[src/rtl/vga_frame_scanner_if.sv]
// Framebuffer read port between the VGA scan engine (master) and its RAM (slave).
interface vga_frame_scanner_if #(
  parameter int ADDR_W = 18
);
  logic [ADDR_W-1:0] rd_addr;
  logic              rd_en;
  logic [15:0]       rd_data;

  modport master (output rd_addr, output rd_en, input rd_data);
  modport slave  (input rd_addr, input rd_en, output rd_data);
endinterface

[src/rtl/vga_frame_scanner.sv]
// VGA scan engine: standard timing, 2x-doubled framebuffer reads, sync/blank
// aligned to the RAM read latency, RGB565 -> RGB444 output, per-frame image latch.
module vga_frame_scanner #(
  parameter int FRAME_PIX = 76800,
  parameter int ADDR_W    = 18,
  parameter int RAM_LAT   = 1,
  parameter int H_VIS     = 640,
  parameter int H_FP      = 16,
  parameter int H_SYNC    = 96,
  parameter int H_BP      = 48,
  parameter int V_VIS     = 480,
  parameter int V_FP      = 10,
  parameter int V_SYNC    = 2,
  parameter int V_BP      = 33
) (
  input  logic                clk_25MHz,
  input  logic                rst_n,
  input  logic [1:0]          image_select,
  input  logic                display_en,
  vga_frame_scanner_if.master fb,
  output logic                vga_hsync,
  output logic                vga_vsync,
  output logic                vga_de,
  output logic [11:0]         vga_rgb,
  output logic                frame_start
);
  localparam int PIPE = 2 + RAM_LAT;

  localparam logic [9:0] H_LAST  = 10'(H_VIS + H_FP + H_SYNC + H_BP - 1);
  localparam logic [9:0] V_LAST  = 10'(V_VIS + V_FP + V_SYNC + V_BP - 1);
  localparam logic [9:0] H_VIS_C = 10'(H_VIS);
  localparam logic [9:0] V_VIS_C = 10'(V_VIS);
  localparam logic [9:0] H_SS    = 10'(H_VIS + H_FP);
  localparam logic [9:0] H_SE    = 10'(H_VIS + H_FP + H_SYNC);
  localparam logic [9:0] V_SS    = 10'(V_VIS + V_FP);
  localparam logic [9:0] V_SE    = 10'(V_VIS + V_FP + V_SYNC);

  localparam logic [ADDR_W-1:0] ROW_STRIDE  = ADDR_W'(H_VIS / 2);
  localparam logic [ADDR_W-1:0] FRAME_PIX_C = ADDR_W'(FRAME_PIX);

  logic [9:0]        h_cnt_q, h_cnt_d;
  logic [9:0]        v_cnt_q, v_cnt_d;
  logic [1:0]        sel_q, sel_d;
  logic [ADDR_W-1:0] row_base_q, row_base_d;
  logic [ADDR_W-1:0] rd_addr_q, rd_addr_d;
  logic [ADDR_W-1:0] base;
  logic              rd_en_q;
  logic              frame_start_q, frame_start_d;
  logic [PIPE-1:0]   de_pipe_q, hs_pipe_q, vs_pipe_q;
  logic [11:0]       rgb_q, rgb_d;
  logic              h_last, v_last, active, hs_now, vs_now;
  logic              unused_rd_bits;

  assign unused_rd_bits = ^{fb.rd_data[11], fb.rd_data[6:5], fb.rd_data[0]};

  always_comb begin
    h_last = (h_cnt_q == H_LAST);
    v_last = (v_cnt_q == V_LAST);
    active = (h_cnt_q < H_VIS_C) && (v_cnt_q < V_VIS_C);
    hs_now = !((h_cnt_q >= H_SS) && (h_cnt_q < H_SE));
    vs_now = !((v_cnt_q >= V_SS) && (v_cnt_q < V_SE));

    h_cnt_d    = h_last ? 10'd0 : h_cnt_q + 10'd1;
    v_cnt_d    = v_cnt_q;
    row_base_d = row_base_q;
    if (h_last) begin
      v_cnt_d = v_last ? 10'd0 : v_cnt_q + 10'd1;
      // Each stored row is shown on two lines, so step after the odd one.
      if (v_last) begin
        row_base_d = '0;
      end else if (v_cnt_q[0] && (v_cnt_q < V_VIS_C)) begin
        row_base_d = row_base_q + ROW_STRIDE;
      end
    end

    frame_start_d = h_last && v_last;
    sel_d         = frame_start_d ? image_select : sel_q;

    base      = ADDR_W'(sel_q) * FRAME_PIX_C;
    rd_addr_d = active ? (base + row_base_q + ADDR_W'(h_cnt_q[9:1])) : rd_addr_q;

    // de_pipe_q[PIPE-2] is the active flag of the pixel whose data is on rd_data now.
    rgb_d = (de_pipe_q[PIPE-2] && display_en)
          ? {fb.rd_data[15:12], fb.rd_data[10:7], fb.rd_data[4:1]}
          : 12'h000;
  end

  always_ff @(posedge clk_25MHz or negedge rst_n) begin
    if (!rst_n) begin
      h_cnt_q       <= '0;
      v_cnt_q       <= '0;
      sel_q         <= '0;
      row_base_q    <= '0;
      rd_addr_q     <= '0;
      rd_en_q       <= 1'b0;
      frame_start_q <= 1'b0;
      de_pipe_q     <= '0;
      hs_pipe_q     <= '1;
      vs_pipe_q     <= '1;
      rgb_q         <= '0;
    end else begin
      h_cnt_q       <= h_cnt_d;
      v_cnt_q       <= v_cnt_d;
      sel_q         <= sel_d;
      row_base_q    <= row_base_d;
      rd_addr_q     <= rd_addr_d;
      rd_en_q       <= active;
      frame_start_q <= frame_start_d;
      de_pipe_q     <= {de_pipe_q[PIPE-2:0], active};
      hs_pipe_q     <= {hs_pipe_q[PIPE-2:0], hs_now};
      vs_pipe_q     <= {vs_pipe_q[PIPE-2:0], vs_now};
      rgb_q         <= rgb_d;
    end
  end

  assign fb.rd_addr   = rd_addr_q;
  assign fb.rd_en     = rd_en_q;
  assign vga_hsync    = hs_pipe_q[PIPE-1];
  assign vga_vsync    = vs_pipe_q[PIPE-1];
  assign vga_de       = de_pipe_q[PIPE-1];
  assign vga_rgb      = rgb_q;
  assign frame_start  = frame_start_q;
endmodule

[src/flat_wrapper.sv]
// flat-port wrapper written by rule: the top's interface ports become plain ports
module vga_frame_scanner_flat 
#(
  parameter int FRAME_PIX = 76800,
  parameter int ADDR_W    = 18,
  parameter int RAM_LAT   = 1,
  parameter int H_VIS     = 640,
  parameter int H_FP      = 16,
  parameter int H_SYNC    = 96,
  parameter int H_BP      = 48,
  parameter int V_VIS     = 480,
  parameter int V_FP      = 10,
  parameter int V_SYNC    = 2,
  parameter int V_BP      = 33
)
  (clk_25MHz, rst_n, image_select, display_en, vga_hsync, vga_vsync, vga_de, vga_rgb, frame_start, fb_rd_addr, fb_rd_en, fb_rd_data);
  vga_frame_scanner_if #(.ADDR_W(ADDR_W)) fb_i ();
  input  logic clk_25MHz;
  input  logic rst_n;
  input  logic [1:0] image_select;
  input  logic display_en;
  output logic vga_hsync;
  output logic vga_vsync;
  output logic vga_de;
  output logic [11:0] vga_rgb;
  output logic frame_start;
  output wire logic [$bits(fb_i.rd_addr)-1:0] fb_rd_addr;
  output wire logic [$bits(fb_i.rd_en)-1:0] fb_rd_en;
  input wire logic [$bits(fb_i.rd_data)-1:0] fb_rd_data;
  assign fb_rd_addr = fb_i.rd_addr;
  assign fb_rd_en = fb_i.rd_en;
  assign fb_i.rd_data = fb_rd_data;
  vga_frame_scanner #(.FRAME_PIX(FRAME_PIX), .ADDR_W(ADDR_W), .RAM_LAT(RAM_LAT), .H_VIS(H_VIS), .H_FP(H_FP), .H_SYNC(H_SYNC), .H_BP(H_BP), .V_VIS(V_VIS), .V_FP(V_FP), .V_SYNC(V_SYNC), .V_BP(V_BP)) u_core (.clk_25MHz(clk_25MHz), .rst_n(rst_n), .image_select(image_select), .display_en(display_en), .fb(fb_i), .vga_hsync(vga_hsync), .vga_vsync(vga_vsync), .vga_de(vga_de), .vga_rgb(vga_rgb), .frame_start(frame_start));
endmodule
[config.mk]
export PLATFORM = sky130hd
export DESIGN_NAME = vga_frame_scanner_flat
export DESIGN_NICKNAME = d
export VERILOG_FILES = /design/src/rtl/vga_frame_scanner_if.sv /design/src/rtl/vga_frame_scanner.sv /design/src/flat_wrapper.sv
export SDC_FILE = /design/constraint.sdc
export NUM_CORES = 1
export LEC_CHECK = 0
export CAP_MARGIN = 0
export CORE_AREA = 8 8 92 94
export DETAILED_ROUTE_END_ITERATION = 12
export DIE_AREA = 0 0 100 102
export GPL_ROUTABILITY_DRIVEN = 1
export PLACE_DENSITY = 0.72
export SLEW_MARGIN = 20
export SYNTH_ARGS = -nofsm -noshare
export SYNTH_HDL_FRONTEND = slang
export SYNTH_SLANG_ARGS = --single-unit
[constraint.sdc]
create_clock -name clk_25MHz -period 2.41 [get_ports clk_25MHz]
set_clock_uncertainty 0.2 [all_clocks]
set_input_delay 0.3615 -clock clk_25MHz [delete_from_list [all_inputs] [get_ports clk_25MHz]]
set_output_delay 0.3615 -clock clk_25MHz [all_outputs]
set_load 0.005 [all_outputs]
; Yosys cells after proc, flatten, opt, wreduce, memory -nomap -nowiden
; Index checks and enable logic that the tools add are counted.
[op_classes]
bitwise_logic = 0
n_lt_le_gt_ge = 6
shift = 0
div = 0
eq_ne = 2
addsub = 5
n_reduce_logical = 10
n_mul = 1
mux = 5
[op_table]
columns = cell, n
row1 = 18-bit two-way mux, 2
row2 = "10-bit by 1-bit adder with 10-bit output, second input constant", 2
row3 = "10-bit == test, second input constant", 2
row4 = "10-bit less-than comparator, second input constant", 2
row5 = "10-bit by 9-bit less-than comparator with 1-bit output, second input constant", 2
row6 = 10-bit two-way mux, 2
row7 = 18-bit adder, 1
row8 = 18-bit by 9-bit adder with 18-bit output, 1
row9 = "18-bit by 9-bit adder with 18-bit output, second input constant", 1
row10 = 12-bit two-way mux, 1
row11 = "10-bit >= comparator, second input constant", 1
row12 = "10-bit by 9-bit >= comparator with 1-bit output, second input constant", 1
row13 = "2-bit by 7-bit multiplier with 8-bit output, second input constant", 1
row14 = 1-bit logical AND, 6
row15 = 1-bit zero test, 2
row16 = 2-bit AND reduction, 1
row17 = 2-bit nonzero test, 1
[totals]
ramBits = 0
latch_bits = 0
register_bits = 81
rom_bits = 0
out_inout_bits = 35
memories = 0
input_bits = 21

; Depth between registers and ports, before layout
; Gate-level depths: netlist of run 1.
[logic_depth]
depth_word = 4
ltp_mapped = 9
ltp_nobuf = 9

; Worst setup path after synthesis of run 1
; Ideal clock, no wire load.
[synth_timing]
path_kind = reg2reg
from = reg u_core.sel_q[0]
to = reg u_core.rd_addr_q[17], in the netlist u_core.fb.rd_addr[17]
setup_ns = 0.096
arrival_time_ns = 1.905
slack_ns = 0.210
stages_incl_launch_ff = 10
required_time_ns = 2.114
path_cell_list = dfrtp_1 inv_1 ha_1 inv_1 ha_1 nand4_1 nor3_1 o2111ai_1 and4_1 o31ai_1
[synth_between]
elab_chain_cells = 3
[synth_rtl]
columns = item, line_no
row1 = start: declaration, vga_frame_scanner.sv:43  ; logic [1:0] sel_q, sel_d;
row2 = start signal: assignment, vga_frame_scanner.sv:104  ; sel_q <= sel_d;
row3 = 2-bit by 7-bit multiplier with 8-bit output, vga_frame_scanner.sv:79  ; base = ADDR_W'(sel_q) * FRAME_PIX_C;
row4 = 18-bit adder, vga_frame_scanner.sv:80  ; rd_addr_d = active ? (base + row_base_q + ADDR_W'(h_cnt_q[9:1])) : rd_addr_q;
row5 = 18-bit by 9-bit adder with 18-bit output, vga_frame_scanner.sv:80
row6 = end signal: assignment, vga_frame_scanner.sv:106  ; rd_addr_q <= rd_addr_d;
row7 = end: declaration, vga_frame_scanner.sv:45  ; logic [ADDR_W-1:0] rd_addr_q, rd_addr_d;
; Every way passes these cells.
; A chain may end at the register's enable or synchronous reset.

; Worst setup path in the final report of run 1
[layout_timing]
from = reg u_core.sel_q[0]
to = reg u_core.rd_addr_q[15], in the netlist u_core.fb.rd_addr[15]
; Same word-level chain as after synthesis.

==> out/results.txt, run 1 <==
Status: completed
Vias: 2633
Post-synth ARST share: 1.00
Reg area: 1860 µm²
Commonest cells in the netlist: dfrtp_1, nand2_1, o21ai_0, xnor2_1
First-pass GRT wire length: 12000 µm
CP endpoint kind: flip-flop
Post-placement cell count: 480
Combinational share of power: 0.037
H-tree levels: 3
Cts bufs inserted: 9
FMAX: 426 MHz
Max-slew violations: 0
Switch share: 0.207
Die H: 102 µm
Core Area: 7060 µm²
Final setup violation count: 0
Post-route cell area: 4540 µm²
Antenna viol nets, final: 0
Ports: 56
Nets: 438
Cell Area, Synth: 3530 µm²
Seq/Total Area, Yosys: 0.527
Post-route clock period utilization: 0.973
Layout cells sized above 1: 0.168
Initial Utilization: 0.500
Reg power frac: 0.542
Syn nets: 365
Via/cell ratio: 5.23
Total power: 0.00231 W
P&R area growth vs syn: 28.8%
Synth cell types: 48
Die area: 10200 µm²
FP Rows: 31
Required @ worst endpoint: 2460 ps
VDD IR max: 0.296 mV
Crit-path max cell delay: 400 ps
Antenna violations before repair: 0
Final WS setup: 65.1 ps
Power Density: 509 nW/µm²
CTS tree: built
DRC Markers: 0
Synth top area cells: dfrtp_1, ha_1, xnor2_1, dfstp_2, nand2_1
Pleak: 1.99 nW
Worst skew pair latency: 340 ps
N_diodes: 0
Yosys reg bits: 74
Number of DRC markers in iteration 0: 127
CTS sink count: 74
Crit path kind: reg2reg
Most common cell in the netlist: dfrtp_1
Placed Instance Area: 4220 µm²
Largest area contributor in the netlist: dfrtp_1
Ys Warns: 0
Syn avg cell area: 10.8 µm²
GRT Util Overall: 0.148
Largest net degree at the start of global routing: 34
Total global routing overflow: 0
Fin. Hold Viols: 0
Startpoint types: flip-flop
Clock root cell: clkbuf_8
1st-pass router iterations: 6
Max clock buf depth: 2
Max Cap Viol: 0
CTS clk-pin slew, worst paths: 80 ps
Final Instance Count excl. Fillers: 503
DR WL/cell: 14.6 µm
Clk pwr share: 0.421
Number of I/O port buffers: 51
Mapped Cells: 326
Hold/Removal Path Class: reg2reg
Final WL: 7320 µm
Internal Power: 0.00183 W
Die width: 100 µm
Fillcell total: 572
Crit path max fanout: 5
Least-Margin Pin Slew: 533 ps
Vias in the first global route: 2613
Top_reg_cell synth: dfrtp_1
Post-synth EDFFs: 0
Area of the multi-input gates: 1610 µm²
WP data arrival: 2390 ps
RD Place Congestion: 0.834
Crit path cell chain: buf_4 > ha_2 > ha_4 > nand4_1 > nor3_2 > buf_4 > o21a_1 > nor3_1 > o31ai_1
Fin util: 0.644
Minimum clock period: 2340 ps
Slew headroom: 0.645
Slowest CP cell: dfrtp_1
Psw: 0.000478 W
Most frequent CP cell: buf_4
Place WS: -0.552 ps
DP Wirelength: 5090 µm
Top cell type's share of synthesized area: 0.482
## through the flow
step	hold slack [ps]	setup TNS, ps
2_1_floorplan	-134	0
3_3_place_gp	101	0
3_5_place_dp	106	-0.552
4_1_cts	160	0
5_1_grt	161	-115
6_report	158	0
## flip-flops by register name (all words and copies together) (netlist names)
| register | cells |
|---|---|
| u_core.fb.rd_addr | 18 |
| u_core.row_base_q | 12 |
| u_core.vga_rgb | 12 |
| u_core.h_cnt_q | 10 |
| u_core.v_cnt_q | 10 |
| u_core.de_pipe_q | 3 |
| u_core.hs_pipe_q | 3 |
| u_core.vs_pipe_q | 3 |
| u_core.sel_q | 2 |
| u_core.frame_start | 1 |
## critical path, delay by kind of cell, from the launching register on
kind / cells / cell delay [ps]
flip-flops: 1 / 400
AO/OA/AOI/OAI: 2 / 360
AND/OR/NAND/NOR: 3 / 510
adder cells (fa/ha/maj): 2 / 480
buffers and inverters: 2 / 300
## power groups by stage
stage / Clock [W] / Sequential (W) / Combinational, W
final: 0.000973 / 0.00125 / 0.0000851
after floorplan: 0 / 0.00128 / 0.00000810
after global routing: 0.00106 / 0.00125 / 0.0000955
after CTS: 0.000998 / 0.00125 / 0.0000878
after global placement: 0 / 0.00128 / 0.0000849
after detailed placement: 0 / 0.00128 / 0.0000862
## cell type report
type,count,share of cell area
Tap cell,99,0.0273
Clock buffer,12,0.0341
Sequential cell,74,0.409
Timing Repair Buffer,72,0.149
Clock inverter,4,0.0110
Multi-Input combinational cell,225,0.355
Inverter,17,0.0140
## timing repair
action                     CTS  global route
hold endpoints to repair    15             0
resized for setup            1            12
pin swaps                    0            10
hold buffers                 1             0
buffers inserted             0             6
setup endpoints to repair    1             4
## worst paths after layout
check | depth (start not counted) | to | slack, ps | startpoint
hold / removal | 0 | u_core.hs_pipe_q[1] | 160 | u_core.hs_pipe_q[0]
setup reg to reg | 9 | u_core.fb.rd_addr[15] | 70 | u_core.sel_q[0]
setup / recovery | 9 | u_core.fb.rd_addr[15] | 70 | u_core.sel_q[0]
min in group asynchronous | 2 | u_core.fb.rd_addr[12] | 280 | rst_n
max in group asynchronous | 3 | u_core.v_cnt_q[7] | 1050 | rst_n
hold reg to reg | 0 | u_core.hs_pipe_q[1] | 160 | u_core.hs_pipe_q[0]
## layer usage
metal / global-route usage / wire, µm
met2: 0.231 / 3250
met5: 0 / 0
met3: 0.0416 / 420
met1: 0.184 / 3460
met4: 0.0744 / 197
## cell usage in the layout, fill, tap and decap left out, types with 6 or more instances in the layout
| cell type | count |
|---|---|
| inv_1 | 15 |
| nand4_1 | 6 |
| nand3_1 | 18 |
| buf_4 | 19 |
| clkbuf_8 | 11 |
| and3_1 | 16 |
| a21oi_1 | 6 |
| nor2_1 | 17 |
| o31ai_1 | 8 |
| nor3_1 | 6 |
| clkdlybuf4s50_1 | 50 |
| xnor2_1 | 21 |
| dfrtp_1 | 68 |
| mux2_2 | 6 |
| nand2_1 | 36 |
| ha_1 | 14 |
| o21ai_0 | 19 |
| dfstp_2 | 6 |
## cell families after synthesis
family / share of synthesized area
AOI/OAI and AO/OA: 0.0947
xor gates and xnor gates: 0.0596
adders and majority gates: 0.0639
buffers and inverters: 0.0344
DFF: 0.527
muxes: 0.0192
and+or+nand+nor: 0.201
Note: power is estimated with default switching activity, not from simulation.
==> run 2: changes to the inputs <==
--- a/config.mk
+++ b/config.mk
@@ -5,13 +5,12 @@
 export SDC_FILE = /design/constraint.sdc
 export NUM_CORES = 1
 export LEC_CHECK = 0
-export CAP_MARGIN = 0
+export CAP_MARGIN = 20
 export CORE_AREA = 8 8 92 94
 export DETAILED_ROUTE_END_ITERATION = 12
 export DIE_AREA = 0 0 100 102
 export GPL_ROUTABILITY_DRIVEN = 1
 export PLACE_DENSITY = 0.72
-export SLEW_MARGIN = 20
 export SYNTH_ARGS = -nofsm -noshare
 export SYNTH_HDL_FRONTEND = slang
 export SYNTH_SLANG_ARGS = --single-unit
==> results of run 2 <==
Same layout as run 1: the final DEF is identical, and so are final timing and power.
==> run 3: changes to the inputs <==
--- a/config.mk
+++ b/config.mk
@@ -5,12 +5,11 @@
 export SDC_FILE = /design/constraint.sdc
 export NUM_CORES = 1
 export LEC_CHECK = 0
-export CAP_MARGIN = 20
 export CORE_AREA = 8 8 92 94
 export DETAILED_ROUTE_END_ITERATION = 12
 export DIE_AREA = 0 0 100 102
 export GPL_ROUTABILITY_DRIVEN = 1
-export PLACE_DENSITY = 0.72
+export PLACE_DENSITY = 0.87
 export SYNTH_ARGS = -nofsm -noshare
 export SYNTH_HDL_FRONTEND = slang
 export SYNTH_SLANG_ARGS = --single-unit
==> out/results.txt, run 3 (synthesis gave the netlist of run 1 again) <==
Status: completed
Max reg flops: 18 (unchanged)
CTS sink count: 74 (unchanged)
Clk pwr share: 0.443 (+0.022)
Reg2reg setup slack: 90 ps (+20 ps)
Switch share: 0.203 (-0.00436)
Cts bufs inserted: 9 (unchanged)
FP Rows: 31 (unchanged)
Minimum clock period: 2320 ps (-24.0 ps)
DP Wirelength: 5240 µm (+2.8%)
Pleak: 1.97 nW (-1.4%)
Antenna viol nets, final: 0 (unchanged)
Die width: 100 µm (unchanged)
CP endpoint kind: flip-flop
1st-pass router iterations: 4 (-2)
Worst skew pair latency: 350 ps (about the same)
H-tree levels: 3 (unchanged)
DR WL/cell: 15.5 µm (+6.8%)
Number of I/O port buffers: 51 (unchanged)
Post-route clock period utilization: 0.963 (-0.00994)
First-pass GRT wire length: 13000 µm (+8.3%)
Combinational share of power: 0.035 (-0.002)
Vias in the first global route: 2744 (+5.0%)
WP data arrival: 2370 ps (-20 ps)
Least-Margin Pin Slew: 498 ps (-34.6 ps)
Max Cap Viol: 0 (unchanged)
Crit path max fanout: 4 (-1)
Placed Instance Area: 4190 µm² (-0.71%)
Clock root cell: clkbuf_8
Psw: 0.000486 W (+1.6%)
Antenna violations before repair: 0 (unchanged)
RSZ-0062 raised after global routing: yes
N_diodes: 0 (unchanged)
Crit path kind: reg2reg
Internal Power: 0.00191 W (+4.3%)
Post-route cell area: 4460 µm² (-1.8%)
Total global routing overflow: 0 (unchanged)
Nets: 430 (-1.8%)
CTS clk-pin slew, worst paths: 80 ps (about the same)
VDD IR max: 0.277 mV (-6.2%)
Commonest non-fill, non-tap cell in the layout: dfrtp_1
Number of DRC markers in iteration 0: 161 (+27%)
Layout cells sized above 1: 0.139 (-0.0294)
Core Area: 7060 µm² (unchanged)
Hold/Removal Path Class: reg2reg
Power Density: 537 nW/µm² (+5.6%)
RD Place Congestion: 0.871 (+4.4%)
DRC Markers: 0 (unchanged)
Hold WS: 157 ps (-0.557 ps)
Slew headroom: 0.668 (+0.0231)
Required @ worst endpoint: 2460 ps (about the same)
Max clock buf depth: 2 (unchanged)
GRT Util Overall: 0.161 (+0.0130)
Initial Utilization: 0.500 (unchanged)
Startpoint types: flip-flop
Final WL: 7700 µm (+5.1%)
Most frequent cells in the layout: dfrtp_1, clkdlybuf4s50_1, nand2_1
Die area: 10200 µm² (unchanged)
Die H: 102 µm (unchanged)
Vias: 2725 (+3.5%)
Ports: 56 (unchanged)
Reg power frac: 0.523 (-0.019)
Via/cell ratio: 5.51 (+5.2%)
P&R area growth vs syn: 26.6%
CTS tree: built
FMAX: 431 MHz (+1.0%)
Final setup violation count: 0 (unchanged)
Max-slew violations: 0 (unchanged)
Fin. Hold Viols: 0 (unchanged)
Largest net degree at the start of global routing: 75 (+120%)
[run 3: cell types whose count changed in the layout (fill, tap and decap cells not counted), sizes merged]
cell	previous run	this run
clkinvlp	2	1
buf	21	13
bufinv	1	2
[run 3: worst max-delay path, cell delays in order, from the launching register on]
cell	delay (ps)
dfrtp_1	370
inv_1	70
ha_1	290
inv_2	50
ha_4	270
nand4_1	130
nor3_2	210
o2111ai_1	210
and4_1	220
o31ai_1	200
[run 3: cell type report]
class	instances	area (µm²)
Fill cell	528	2590
Sequential cell	74	1860
Multi-Input combinational cell	225	1580
Timing Repair Buffer	64	618
Clock buffer	12	145
Tap cell	99	124
Clock inverter	4	76.3
Inverter	17	63.8
[run 3: timing repair]
action,4_1_cts,5_1_grt
hold endpoints to repair,68,0
endpoints found under the setup margin,1,3
setup buffers,2,0
resized for setup,3,5
pin swaps,2,2
hold buffers,1,0
[run 3: power groups by stage]
stage	Combinational, W	Sequential, W	Clock (W)
6_report	0.0000837	0.00125	0.00106
5_1_grt	0.0000936	0.00125	0.00114
4_1_cts	0.0000862	0.00125	0.00108
3_5_place_dp	0.0000847	0.00128	0
3_3_place_gp	0.0000829	0.00128	0
2_1_floorplan	0.00000810	0.00128	0
[run 3: metal layers]
metal,global-route usage,vias up,part of all wire
li1,-,1279,-
met1,0.186,1329,0.43
met2,0.267,96,0.48
met3,0.0490,21,0.063
met4,0.0779,0,0.026
met5,0,-,0
[run 3: final timing paths]
kind / start / endpoint / depth (start not counted)
worst max-delay path: u_core.sel_q[0] / u_core.fb.rd_addr[17] / 9
worst min-delay path: u_core.vs_pipe_q[0] / u_core.vs_pipe_q[1] / 0
worst max register to register: u_core.sel_q[0] / u_core.fb.rd_addr[17] / 9
worst min register to register: u_core.vs_pipe_q[0] / u_core.vs_pipe_q[1] / 0
max in group asynchronous: rst_n / u_core.vs_pipe_q[0] / 3
min in group asynchronous: rst_n / u_core.fb.rd_addr[10] / 3
[run 3: stage by stage]
stage               total power, W  setup slack (ps)   util  std cells  setup TNS (ps)
global route               0.00249             -6.02  0.632        495           -6.02
finish                     0.00240              89.1  0.632        495               0
CTS                        0.00242              28.5  0.631        495               0
global placement           0.00136               105  0.593        476               0
floorplan                  0.00129               210      -        326               0
detailed placement         0.00136             -63.7  0.593        476           -63.7
